File: config.mk
export PLATFORM = sky130hd
export DESIGN_NAME = fpga_clock_top
export DESIGN_NICKNAME = d
export VERILOG_FILES = /design/src/rtl/fpga_clock_top.sv
export SDC_FILE = /design/constraint.sdc
export NUM_CORES = 1
export LEC_CHECK = 0
export ABC_AREA = 1
export BUFFER_PORTS_ARGS = -buffer_cell sky130_fd_sc_hd__buf_2
export CORE_UTILIZATION = 49
export CTS_CLUSTER_DIAMETER = 100
export CTS_CLUSTER_SIZE = 25
export DETAILED_ROUTE_END_ITERATION = 8
export PLACE_DENSITY = 0.73
export SYNTH_ARGS = -nofsm -noshare
export SYNTH_HDL_FRONTEND = slang
export SYNTH_SLANG_ARGS = --single-unit
export TNS_END_PERCENT = 5
File: constraint.sdc
create_clock -name i_Clock -period 3 [get_ports i_Clock]
set_input_delay 0.6 -clock i_Clock [delete_from_list [all_inputs] [get_ports i_Clock]]
set_output_delay 0.6 -clock i_Clock [all_outputs]
set_load 0.005 [all_outputs]
File: src/rtl/fpga_clock_top.sv
// -----------------------------------------------------------------------------
// fpga_clock_top
// 24-hour HH:MM digital clock: 1 s prescaler, two debounced push buttons,
// mode FSM for time setting, BCD time counters and a 4-digit multiplexed
// 7-segment scanner.
//
// Ports:
//   i_Clock       system clock, rising edge
//   i_Reset_n     asynchronous active-low reset
//   i_Button_Set  mode button (active high, raw/bouncy)
//   i_Button_Up   increment button (active high, raw/bouncy)
//   o_Segments    {dot, g, f, e, d, c, b, a}, active high, registered
//   o_Digits      one-hot digit select {hour tens, hour units, min tens,
//                 min units}, active high, registered
// -----------------------------------------------------------------------------
module fpga_clock_top #(
    parameter int TICKS_PER_SEC   = 32768,
    parameter int DEBOUNCE_CYCLES = 1024,
    parameter int MUX_CYCLES      = 32
) (
    input  logic       i_Clock,
    input  logic       i_Reset_n,
    input  logic       i_Button_Set,
    input  logic       i_Button_Up,
    output logic [7:0] o_Segments,
    output logic [3:0] o_Digits
);

    localparam int PW = (TICKS_PER_SEC > 1)   ? $clog2(TICKS_PER_SEC)   : 1;
    localparam int DW = (DEBOUNCE_CYCLES > 1) ? $clog2(DEBOUNCE_CYCLES) : 1;
    localparam int MW = (MUX_CYCLES > 1)      ? $clog2(MUX_CYCLES)      : 1;

    localparam logic [PW-1:0] PRESC_LAST = PW'(TICKS_PER_SEC - 1);
    localparam logic [DW-1:0] DEB_LAST   = DW'(DEBOUNCE_CYCLES - 1);
    localparam logic [MW-1:0] SCAN_LAST  = MW'(MUX_CYCLES - 1);

    typedef enum logic [1:0] {NORMAL, SET_ENTRY, SET_MIN, SET_HOUR} mode_t;

    // Button index 0 = Set, 1 = Up
    logic [1:0]    sync1_q, sync1_d, sync2_q, sync2_d;
    logic [1:0]    level_q, level_d, press_q, press_d;
    logic [DW-1:0] deb_cnt_q [2];
    logic [DW-1:0] deb_cnt_d [2];

    mode_t         mode_q, mode_d;
    logic [PW-1:0] presc_q, presc_d;
    logic [5:0]    sec_q, sec_d;
    logic [3:0]    min_u_q, min_u_d;
    logic [2:0]    min_t_q, min_t_d;
    logic [3:0]    hr_u_q, hr_u_d;
    logic [1:0]    hr_t_q, hr_t_d;
    logic          min_carry;
    logic          set_p, up_p;

    logic [MW-1:0] scan_cnt_q, scan_cnt_d;
    logic [1:0]    scan_idx_q, scan_idx_d;
    logic [3:0]    digits_q, digits_d;
    logic [7:0]    seg_q, seg_d;
    logic [3:0]    bcd;
    logic          dot;

    // Returns {carry, tens, units} of minutes + 1
    function automatic logic [7:0] min_inc(input logic [2:0] t, input logic [3:0] u);
        if (u == 4'd9) begin
            if (t == 3'd5) return {1'b1, 3'd0, 4'd0};
            return {1'b0, t + 3'd1, 4'd0};
        end
        return {1'b0, t, u + 4'd1};
    endfunction

    // Returns {tens, units} of (hours + 1) mod 24
    function automatic logic [5:0] hour_inc(input logic [1:0] t, input logic [3:0] u);
        if (t == 2'd2 && u == 4'd3) return 6'd0;
        if (u == 4'd9)              return {t + 2'd1, 4'd0};
        return {t, u + 4'd1};
    endfunction

    // BCD to segments {g,f,e,d,c,b,a}
    function automatic logic [6:0] seg_decode(input logic [3:0] v);
        case (v)
            4'd0:    return 7'b0111111;
            4'd1:    return 7'b0000110;
            4'd2:    return 7'b1011011;
            4'd3:    return 7'b1001111;
            4'd4:    return 7'b1100110;
            4'd5:    return 7'b1101101;
            4'd6:    return 7'b1111101;
            4'd7:    return 7'b0000111;
            4'd8:    return 7'b1111111;
            4'd9:    return 7'b1101111;
            default: return 7'b0000000;
        endcase
    endfunction

    // Debounce: the accepted level flips only after DEBOUNCE_CYCLES
    // consecutive cycles of disagreement; any agreeing cycle clears the count.
    always_comb begin
        sync1_d   = {i_Button_Up, i_Button_Set};
        sync2_d   = sync1_q;
        level_d   = level_q;
        deb_cnt_d = '{default: '0};
        for (int i = 0; i < 2; i++) begin
            if (sync2_q[i] != level_q[i]) begin
                if (deb_cnt_q[i] == DEB_LAST) level_d[i] = sync2_q[i];
                else                          deb_cnt_d[i] = deb_cnt_q[i] + DW'(1);
            end
        end
        press_d = level_d & ~level_q;
    end

    // Mode FSM and timekeeping
    always_comb begin
        mode_d    = mode_q;
        presc_d   = presc_q;
        sec_d     = sec_q;
        min_u_d   = min_u_q;
        min_t_d   = min_t_q;
        hr_u_d    = hr_u_q;
        hr_t_d    = hr_t_q;
        min_carry = 1'b0;
        set_p     = press_q[0];
        up_p      = press_q[1] & ~press_q[0];   // Set wins a same-cycle clash

        case (mode_q)
            NORMAL: begin
                if (presc_q == PRESC_LAST) begin
                    presc_d = '0;
                    if (sec_q == 6'd59) begin
                        sec_d = 6'd0;
                        {min_carry, min_t_d, min_u_d} = min_inc(min_t_q, min_u_q);
                        if (min_carry) {hr_t_d, hr_u_d} = hour_inc(hr_t_q, hr_u_q);
                    end else begin
                        sec_d = sec_q + 6'd1;
                    end
                end else begin
                    presc_d = presc_q + PW'(1);
                end
                if (set_p) mode_d = SET_ENTRY;
            end
            SET_ENTRY: begin
                // Seconds and prescaler stay cleared through the setting
                // modes so counting resumes from :00 on return to NORMAL.
                presc_d = '0;
                sec_d   = 6'd0;
                if (set_p) mode_d = SET_MIN;
            end
            SET_MIN: begin
                if (set_p)     mode_d = SET_HOUR;
                else if (up_p) {min_carry, min_t_d, min_u_d} = min_inc(min_t_q, min_u_q);
            end
            default: begin
                if (set_p)     mode_d = NORMAL;
                else if (up_p) {hr_t_d, hr_u_d} = hour_inc(hr_t_q, hr_u_q);
            end
        endcase
    end

    // Display scanner; outputs are built from next-state values so the
    // registered segment pattern always belongs to the registered digit.
    always_comb begin
        scan_cnt_d = scan_cnt_q + MW'(1);
        scan_idx_d = scan_idx_q;
        if (scan_cnt_q == SCAN_LAST) begin
            scan_cnt_d = '0;
            scan_idx_d = scan_idx_q + 2'd1;
        end
        case (scan_idx_d)
            2'd0:    begin digits_d = 4'b1000; bcd = {2'b00, hr_t_d}; dot = 1'b0; end
            2'd1:    begin digits_d = 4'b0100; bcd = hr_u_d;          dot = 1'b1; end
            2'd2:    begin digits_d = 4'b0010; bcd = {1'b0, min_t_d}; dot = 1'b0; end
            default: begin digits_d = 4'b0001; bcd = min_u_d;         dot = 1'b0; end
        endcase
        seg_d = {dot, seg_decode(bcd)};
    end

    always_ff @(posedge i_Clock or negedge i_Reset_n) begin
        if (!i_Reset_n) begin
            sync1_q    <= '0;
            sync2_q    <= '0;
            level_q    <= '0;
            press_q    <= '0;
            deb_cnt_q  <= '{default: '0};
            mode_q     <= NORMAL;
            presc_q    <= '0;
            sec_q      <= '0;
            min_u_q    <= '0;
            min_t_q    <= '0;
            hr_u_q     <= '0;
            hr_t_q     <= '0;
            scan_cnt_q <= '0;
            scan_idx_q <= 2'd0;
            digits_q   <= 4'b1000;
            seg_q      <= 8'b0011_1111;
        end else begin
            sync1_q    <= sync1_d;
            sync2_q    <= sync2_d;
            level_q    <= level_d;
            press_q    <= press_d;
            deb_cnt_q  <= deb_cnt_d;
            mode_q     <= mode_d;
            presc_q    <= presc_d;
            sec_q      <= sec_d;
            min_u_q    <= min_u_d;
            min_t_q    <= min_t_d;
            hr_u_q     <= hr_u_d;
            hr_t_q     <= hr_t_d;
            scan_cnt_q <= scan_cnt_d;
            scan_idx_q <= scan_idx_d;
            digits_q   <= digits_d;
            seg_q      <= seg_d;
        end
    end

    assign o_Segments = seg_q;
    assign o_Digits   = digits_q;

endmodule

======== Yosys cells after proc, flatten, opt, wreduce, memory -nomap -nowiden ========
Memories as Yosys holds them, arrays and structs flattened. A register that Yosys moved wholly into a read port is not among the register bits.
Index checks and enable logic that the tools add are counted.
word-level totals
  memory bits (writable) .................. 0
  latch bits .............................. 0
  output and inout bits ................... 12
  bits of input ports ..................... 4
  bits in read-only memories .............. 112
  memories kept ........................... 1
  register bits after elaboration ......... 83
cells by class
  reductions and logical operators ........ 8
  $add $sub $neg .......................... 10
  order comparisons ....................... 0
  shift operators ......................... 0
  multiplexer cells ....................... 94
  equality and inequality tests ........... 17
  $mul .................................... 0
  divide/modulo/power cells ............... 0
  bitwise logic cells ..................... 4
memories
  memory           words  width  rd ports  clocked after Yosys merged registers in  wr ports  line  text
  (no name shown)  16     7      1         1                                        0         80    case (v)
operators by type and width
  cell                     number
  $mux W8                  7
  $mux W6                  8
  $mux W10                 4
  $mux W1                  38
  $mux W4                  9
  $pmux W15 S2             1
  $pmux W4 S3              2
  $mux W7                  3
  $add A10 B1 Y10 const B  2
  $eq A10 B10 Y1 const B   2
  $mux W2                  10
  $pmux W4 S2              2
  $add A15 B1 Y15 const B  1
  $eq A15 B15 Y1 const B   1
  $mux W15                 1
  $mux W3                  4
  $pmux W6 S2              1
  $add A4 B1 Y4 const B    2
  $eq A4 B4 Y1 const B     2
  $add A6 B1 Y6 const B    1
  $eq A2 B2 Y1 const B     3
  $eq A6 B6 Y1 const B     1
  $pmux W2 S3              1
  $pmux W3 S2              1
  22 further kinds         26

======== Logic depth before layout (Yosys ltp) ========
Gate-level depths: netlist of the first run.
  depth in word-level cells ............... 28
  mapped depth ............................ 20

======== Least setup slack after synthesis of the first run ========
No wires, ideal clock.
  path type ............................... reg-to-reg
  start point ............................. register scan_cnt_q[0]
  end point ............................... register seg_q[4], in the netlist o_Segments[4]
  path slack .............................. 0.572 ns
  arrival time ............................ 2.361 ns
  stages on the path, launching flop included .. 19
  setup time .............................. 0.067 ns
  cells stage by stage .................... dfrtp_1 -> ha_1 -> nand2_1 -> nor2_1 -> ha_1 -> nand2_1 -> inv_1 -> nor2_2 -> inv_1 -> nor2_1 -> nand3_1 -> nand3_1 -> nand2_2 -> inv_1 -> ha_1 -> inv_1 -> o21ai_0 -> nand2_1 -> nor2_1
between the ends
  word-level cells in the longest chain between the ends .. 4
  elaborated cells between the ends (all ways) .. 6
RTL lines
  what                                        line  text
  from (decl)                                 55    logic [MW-1:0] scan_cnt_q, scan_cnt_d;
  from (signal assigned)                      207   scan_cnt_q <= scan_cnt_d;
  $eq A5 B5 Y1 *                              163   if (scan_cnt_q == SCAN_LAST) begin
  $mux W2 *                                   163
  named net scan_idx_d[0]                     56    logic [1:0] scan_idx_q, scan_idx_d;
  $eq A2 B2 Y1, or another cell as far along  167   case (scan_idx_d)
  $pmux W4 S3 *                               167
  to (decl)                                   58    logic [7:0] seg_q, seg_d;
Mark *: on every way through the listed nets, which the timed path passes. The rest lies on a longest branch.
A chain may end at the register's enable or synchronous reset.

======== Worst setup path in the final report of the first run ========
  start point ............................. register scan_cnt_q[0]
  end point ............................... register seg_q[6], in the netlist o_Segments[6]
The elaborated chain is that of the path after synthesis.

==> results of run 1 <==
[synth_stat cells, drive strengths merged, types with 7 or more instances]
master  count  area, um^2
nand2     123       514.2
dfrtp      75        1877
inv        69       261.5
nor2       63       297.8
nand3      48       302.8
o21ai      27       138.9
a21oi      25       125.1
ha         21       262.8
nor3       14       70.07
xor2       10       87.58
nand4       9       56.30
dfstp       7       183.9
[layout by cell type (no fill, tap or decap), drive strengths merged, types with 14 or more instances in the layout]
cell type  instances
buf               18
nor2              63
nand3             48
o21ai             27
inv               71
ha                21
nor3              14
nand2            123
dfrtp             75
a21oi             25
[sequential cells by signal, summed over array words and instances (netlist names)]
register / flops
mode_q: 2
level_q: 2
sync2_q: 2
hr_t_q: 2
o_Segments: 8
scan_idx_q: 2
presc_q: 15
press_q: 2
min_u_q: 4
deb_cnt_q: 20
o_Digits: 3
scan_cnt_q: 5
min_t_q: 3
hr_u_q: 4
sec_q: 6
sync1_q: 2
[worst min-delay path by stage]
| stage | start | endpoint | cells after the start |
|---|---|---|---|
| 2_1_floorplan | i_Reset_n | deb_cnt_q[0]$_DFF_PN0_ | 0 |
| 3_3_place_gp | sync1_q[0]$_DFF_PN0_ | sync2_q[0]$_DFF_PN0_ | 0 |
| 3_5_place_dp | sync1_q[1]$_DFF_PN0_ | sync2_q[1]$_DFF_PN0_ | 0 |
| 4_1_cts | i_Reset_n | deb_cnt_q[14]$_DFF_PN0_ | 1 |
| 5_1_grt | i_Reset_n | presc_q[9]$_DFFE_PN0P_ | 1 |
| 6_report | i_Reset_n | presc_q[8]$_DFFE_PN0P_ | 1 |
[final cells by class]
type                    instances  share of cell area, %
repair buffers                 18                  2.284
clock inverters                 6                  1.015
inverters                      69                  5.303
well taps                     108                  2.740
flip-flops and latches         82                  41.79
clock buffers                  10                  2.791
multi-input cells             378                  44.08
[power by group]
group	internal, mW	switching [mW]	leakage [nW]
sequential	1.11	0.00651	1.07
combinational	0.0109	0.0317	1.25
clock	0.333	0.409	0.0948
total	1.46	0.448	2.41
[per-layer routing]
metal / wire length, um / vias to the layer above
met4: 123 / 0
met5: 0 / -
met1: 3928 / 1604
met2: 3716 / 68
met3: 293 / 10
li1: - / 1798
[logic make-up after synthesis]
kind of cell               count (synthesis)  synth area share, %
and+or+nand+nor                          268                29.43
adders and majority gates                 21                5.841
buffers and inverters                     74                6.370
xor gates and xnor gates                  16                3.115
AOI/OAI and AO/OA                         73                9.430
DFF                                       82                45.81
[through the flow]
stage               hold WS [ps]  setup slack (ps)  util (%)  area, um^2
detailed placement         336.2             241.3     53.61        4721
global placement           335.8             412.9     53.61        4721
global route               255.2             25.16     56.00        4931
finish                     217.8             344.7     56.00        4931
floorplan                  304.4             572.3         -        4498
CTS                        229.2             218.9     55.74        4908
[repair_timing]
action / 4_1_cts / 5_1_grt
endpoints found under the hold margin: 0 / 0
setup endpoints to repair: 0 / 4
gates resized for setup: 0 / 6
==> impl_metrics.toml, run 1 <==
[drt]
drtIter0Drc = 125
drt-total-wl_um = 8061
via_per_inst = 5.186
post_drt_wl_per_cell_um = 12.01
final_antenna_net_count = 0
vias = 3480
drc = 0
drt-pass1-iter-count = 4

[place]
port_buffers = 15
place_inst = 655
globalplace.congestion = 0.8927
dp_hpwl_um = 5957

[setup_path]
slowest_stage = "dfrtp_1"
reg2reg_depth = 17
required_ps = 3290
crit_path_max_incr_delay_ps = 410
crit_type = "reg -> reg"
reg2reg_from = "scan_cnt_q[0]$_DFF_PN0_"
reg2reg_to = "o_Segments[6]$_DFF_PN0_"
critPathLaunch = "scan_cnt_q[0]$_DFF_PN0_"
cp-endpoint = "o_Segments[6]$_DFF_PN0_"
crit_path_end_kind = "register"
crit_family = "simple AND/OR/NAND/NOR gates"
ff2ff_setup_slack_ps = 340
worst-path-stages = 17
crit_chain = "ha_1, nand2_1, nor2_1, ha_2, nand2_1, inv_1, nor2_2, inv_1, nor2_4, o211ai_1, nand2_2, inv_1, ha_1, nand3b_1, o21ai_1, nand2_1, nand2_1"
cp-start-kind = "register"
path_buf_inv = 3
cp_data_arrival_time_ps = 2950
path_max_fanout = 6
crit_top_cell = "nand2_1"

[logic_synthesis]
syn_inst = 534
ys_ff_latch = 82
async_reset_ff_share_pct = 100.0
synth.avg_cell_area_um2 = 8.423
yosysWarnings = 0
synth_edf_count = 0
synth_flop_cell = "dfrtp_1"
syn-cell-area_um2 = 4498
ys_seq_area_share_pct = 45.81
yosysUniqueCellTypes = 43
synth_nets = 559

[job]
drv_cap = 0

[sta]
tightest_slew_ps = 575.5
clock_skew_ps = 11.41
min_period_ps = 2655
final-setup-viol-count = 0
fmax_ghz = 0.3766
tns_ps = 0
hold_viol = 0
slew_violations = 0
rsz0062_at_grt = "false"
relSlewSlack_pct = 61.49
min_period_over_period_pct = 88.51

[floorplan]
die-height_um = 97.81
io-pin-count = 16
placement_rows = 34
start_util_pct = 51.08
die-area_um2 = 9567
core_area_um2 = 8806
die_w_um = 97.81

[grt]
grt_pass1_wl_um = 14480
grt_max_degree = 43
grt_pass1_vias = 3375
gr-usage-met1_pct = 24.61
antenna_found_initial = 0
grt_overflow = 0
grt_use_total_pct = 18.78
grt_busiest_layer = "met2"
use_met3_pct = 3.865
grt.met2_usage_pct = 30.44

[clock_network]
cts_num_sinks = 82
postCtsSetupBuffers = 0
postCtsHoldBufs = 0
clkSlewWorstSetupHoldPaths_ps = 90
cts_max_path_buffers = 2
clk_latency_ps = 350
cts_root_buf = "clkbuf_8"
htree_levels = 3
numCtsBuffers = 9
cts_tree = "built"

[power_and_ir_drop]
power_density_nw_per_um2 = 386.4
fin_total_pwr_mw = 1.905
vdd_drop_max_mv = 0.2971
p_leak_nw = 2.413

[final_layout]
diodes = 0
fillers = 780
nNetsFinal = 583
seq_area_um2 = 2061
multi_input_area_um2 = 2173
syn_to_final_growth_pct = 9.624
fin_cells = 671
drive_gt1_share_pct = 14.39

[hold_path]
hold_path.class = "in -> async"

[status]
outcome = "completed"
Note: power is estimated with default switching activity, not from simulation.
==> inputs of run 2 (changes only) <==
--- a/config.mk
+++ b/config.mk
@@ -6,12 +6,12 @@
 export NUM_CORES = 1
 export LEC_CHECK = 0
 export ABC_AREA = 1
-export BUFFER_PORTS_ARGS = -buffer_cell sky130_fd_sc_hd__buf_2
 export CORE_UTILIZATION = 49
 export CTS_CLUSTER_DIAMETER = 100
 export CTS_CLUSTER_SIZE = 25
 export DETAILED_ROUTE_END_ITERATION = 8
-export PLACE_DENSITY = 0.73
+export DONT_BUFFER_PORTS = 1
+export PLACE_DENSITY = 0.74
 export SYNTH_ARGS = -nofsm -noshare
 export SYNTH_HDL_FRONTEND = slang
 export SYNTH_SLANG_ARGS = --single-unit
==> constraint.sdc (replaced) <==
create_clock -name i_Clock -period 2.4 [get_ports i_Clock]
set_input_delay 0.48 -clock i_Clock [delete_from_list [all_inputs] [get_ports i_Clock]]
set_output_delay 0.48 -clock i_Clock [all_outputs]
set_load 0.005 [all_outputs]
==> impl_metrics.toml, run 2 (synthesis gave the netlist of run 1 again) <==
[final_layout]
nNetsFinal = 611
utilization_pct = 60.93
largest_register_ffs = 20
mostFrequentLayoutCell = "nand2_1"
fin_area_um2 = 5365
syn_to_final_growth_pct = 19.28
diodes = 0
most-common-layout-cells = "nand2_1 (99), dfrtp_1 (74), inv_1 (60), nor2_1 (49), buf_4 (42)"
fillers = 708
regMostFlops = "deb_cnt_q"
drive_gt1_share_pct = 24.70

[setup_path]
crit_path_end_kind = "register"
cp_data_arrival_time_ps = 2720
crit_top_cell = "nand2_1"
crit_type = "reg -> reg"
slowest_stage = "dfrtp_1"
reg2reg_from = "presc_q[1]$_DFFE_PN0P_"
crit_chain = "ha_2, nand2_2, nor2_4, nand3_4, nor2_8, nand2_4, nand2_2, nand3_2, a21boi_2, nand2_1, nand3_2, nand2_4, buf_6, ha_2, inv_1, nand2_1, nand2_1, nand2_1, nand2_1"
path_max_fanout = 7
path_buf_inv = 2
ff2ff_setup_slack_ps = -20
required_ps = 2700
critPathLaunch = "presc_q[1]$_DFFE_PN0P_"
worst-path-stages = 19
reg2reg_to = "o_Segments[0]$_DFF_PN1_"
cp-start-kind = "register"
crit_path_max_incr_delay_ps = 370
crit_family = "simple AND/OR/NAND/NOR gates"
reg2reg_depth = 19

[clock_network]
numCtsBuffers = 9
clk_latency_ps = 360
htree_levels = 3
cts_tree = "built"
cts_num_sinks = 82
clkSlewWorstSetupHoldPaths_ps = 90
cts_max_path_buffers = 2
cts_root_buf = "clkbuf_8"

[sta]
rsz0062_at_grt = "true"
final-setup-viol-count = 1
tightest_slew_ps = 481.8
relSlewSlack_pct = 67.43
clock_skew_ps = 11.41
min_period_ps = 2421
fin_ws_ps = -21.33
min_period_over_period_pct = 100.9
hold_viol = 4
slew_violations = 0
timing.hold.ws_ps = -19.09
fmax_ghz = 0.4130

[floorplan]
core_area_um2 = 8806
start_util_pct = 51.08
die_w_um = 97.81
io-pin-count = 16
die-height_um = 97.81
placement_rows = 34
die-area_um2 = 9567

[place]
port_buffers = 0
dp_hpwl_um = 6193
globalplace.congestion = 0.8561
placed_cell_area_um2 = 4791

[grt]
grt_overflow = 0
grt_use_total_pct = 21.06
antenna_found_initial = 0
grt_max_degree = 83
grt_pass1_vias = 3729
grt_pass1_wl_um = 16190

[status]
violations = "design-rule violations, negative hold slack, negative setup slack"
outcome = "finished, violations left"

[power_and_ir_drop]
power_density_nw_per_um2 = 463.4
fin_total_pwr_mw = 2.486
p_leak_nw = 2.580
vdd_drop_max_mv = 0.3124

[drt]
final_antenna_net_count = 0
via_per_inst = 5.219
drt-total-wl_um = 9237
post_drt_wl_per_cell_um = 13.21
vias = 3648
top_layer_used = "met4"
wl_met3_um = 328
drt-met1-wl_um = 4257
dr_wl_met2_um = 4493
drc = 2
drt-pass1-iter-count = 6
drtIter0Drc = 167

[job]
drv_cap = 0

[hold_path]
hold_path.class = "in -> async"
## run 2: changes by cell type in the layout (fill, tap and decap cells not counted), sizes merged
| cell | previous run | this run |
|---|---|---|
| clkinv | 3 | 1 |
| clkinvlp | 1 | 2 |
| inv | 71 | 70 |
| buf | 18 | 46 |
| clkbuf | 10 | 11 |
| bufinv | 0 | 1 |
## run 2: final cells by class
type	instances	area (um^2)	share of cell area (%)
Inverter	69	266.5	4.967
Multi-Input combinational cell	378	2321	43.26
Tap cell	108	135.1	2.519
Clock buffer	11	141.4	2.635
Clock inverter	5	62.56	1.166
Sequential cell	82	2062	38.43
Timing Repair Buffer	46	376.6	7.020
## run 2: what timing repair did
item / 4_1_cts / 5_1_grt
pin swaps: 3 / 32
buffers inserted: 6 / 15
setup endpoints to repair: 6 / 8
hold endpoints to repair: 82 / 0
gates resized for setup: 11 / 46
gates cloned: 0 / 0
hold buffers: 1 / 0
## run 2: worst register-to-register path, delay by kind of cell, from the launching register on
kind	cells	cell delay (ps)
AOI/OAI and AO/OA	1	170
and+or+nand+nor	14	1280
adders and majority gates	2	370
DFF	1	370
buffers and inverters	2	200
## run 2: metrics by stage
stage                     TNS (ps)  std cells  setup slack (ps)
after floorplan                  0        534             52.30
after global placement      -8.414        661            -5.014
after detailed placement    -574.5        661            -126.4
after CTS                   -4.606        684            -4.606
after global routing         -1083        699            -185.3
final                       -21.33        699            -21.33
## run 2: worst max-delay path by stage
stage	to	slack, ps
floorplan	o_Segments[6]$_DFF_PN0_	50
CTS	o_Segments[0]$_DFF_PN1_	-5
global route	o_Segments[3]$_DFF_PN1_	-190
detailed placement	o_Segments[5]$_DFF_PN1_	-130
finish	o_Segments[0]$_DFF_PN1_	-20
global placement	o_Segments[3]$_DFF_PN1_	-5
## run 2: metal layers
layer	global-route usage (%)	vias to the layer above
li1	-	1845
met1	25.75	1721
met2	35.35	65
met3	5.655	17
met4	8.741	0
met5	0	-
## run 2: power breakdown
group          leakage [nW]  switching (mW)  internal, mW
combinational          1.41          0.0385        0.0129
clock                0.0962           0.520         0.515
sequential             1.07         0.00789          1.39
total                  2.58           0.566          1.92
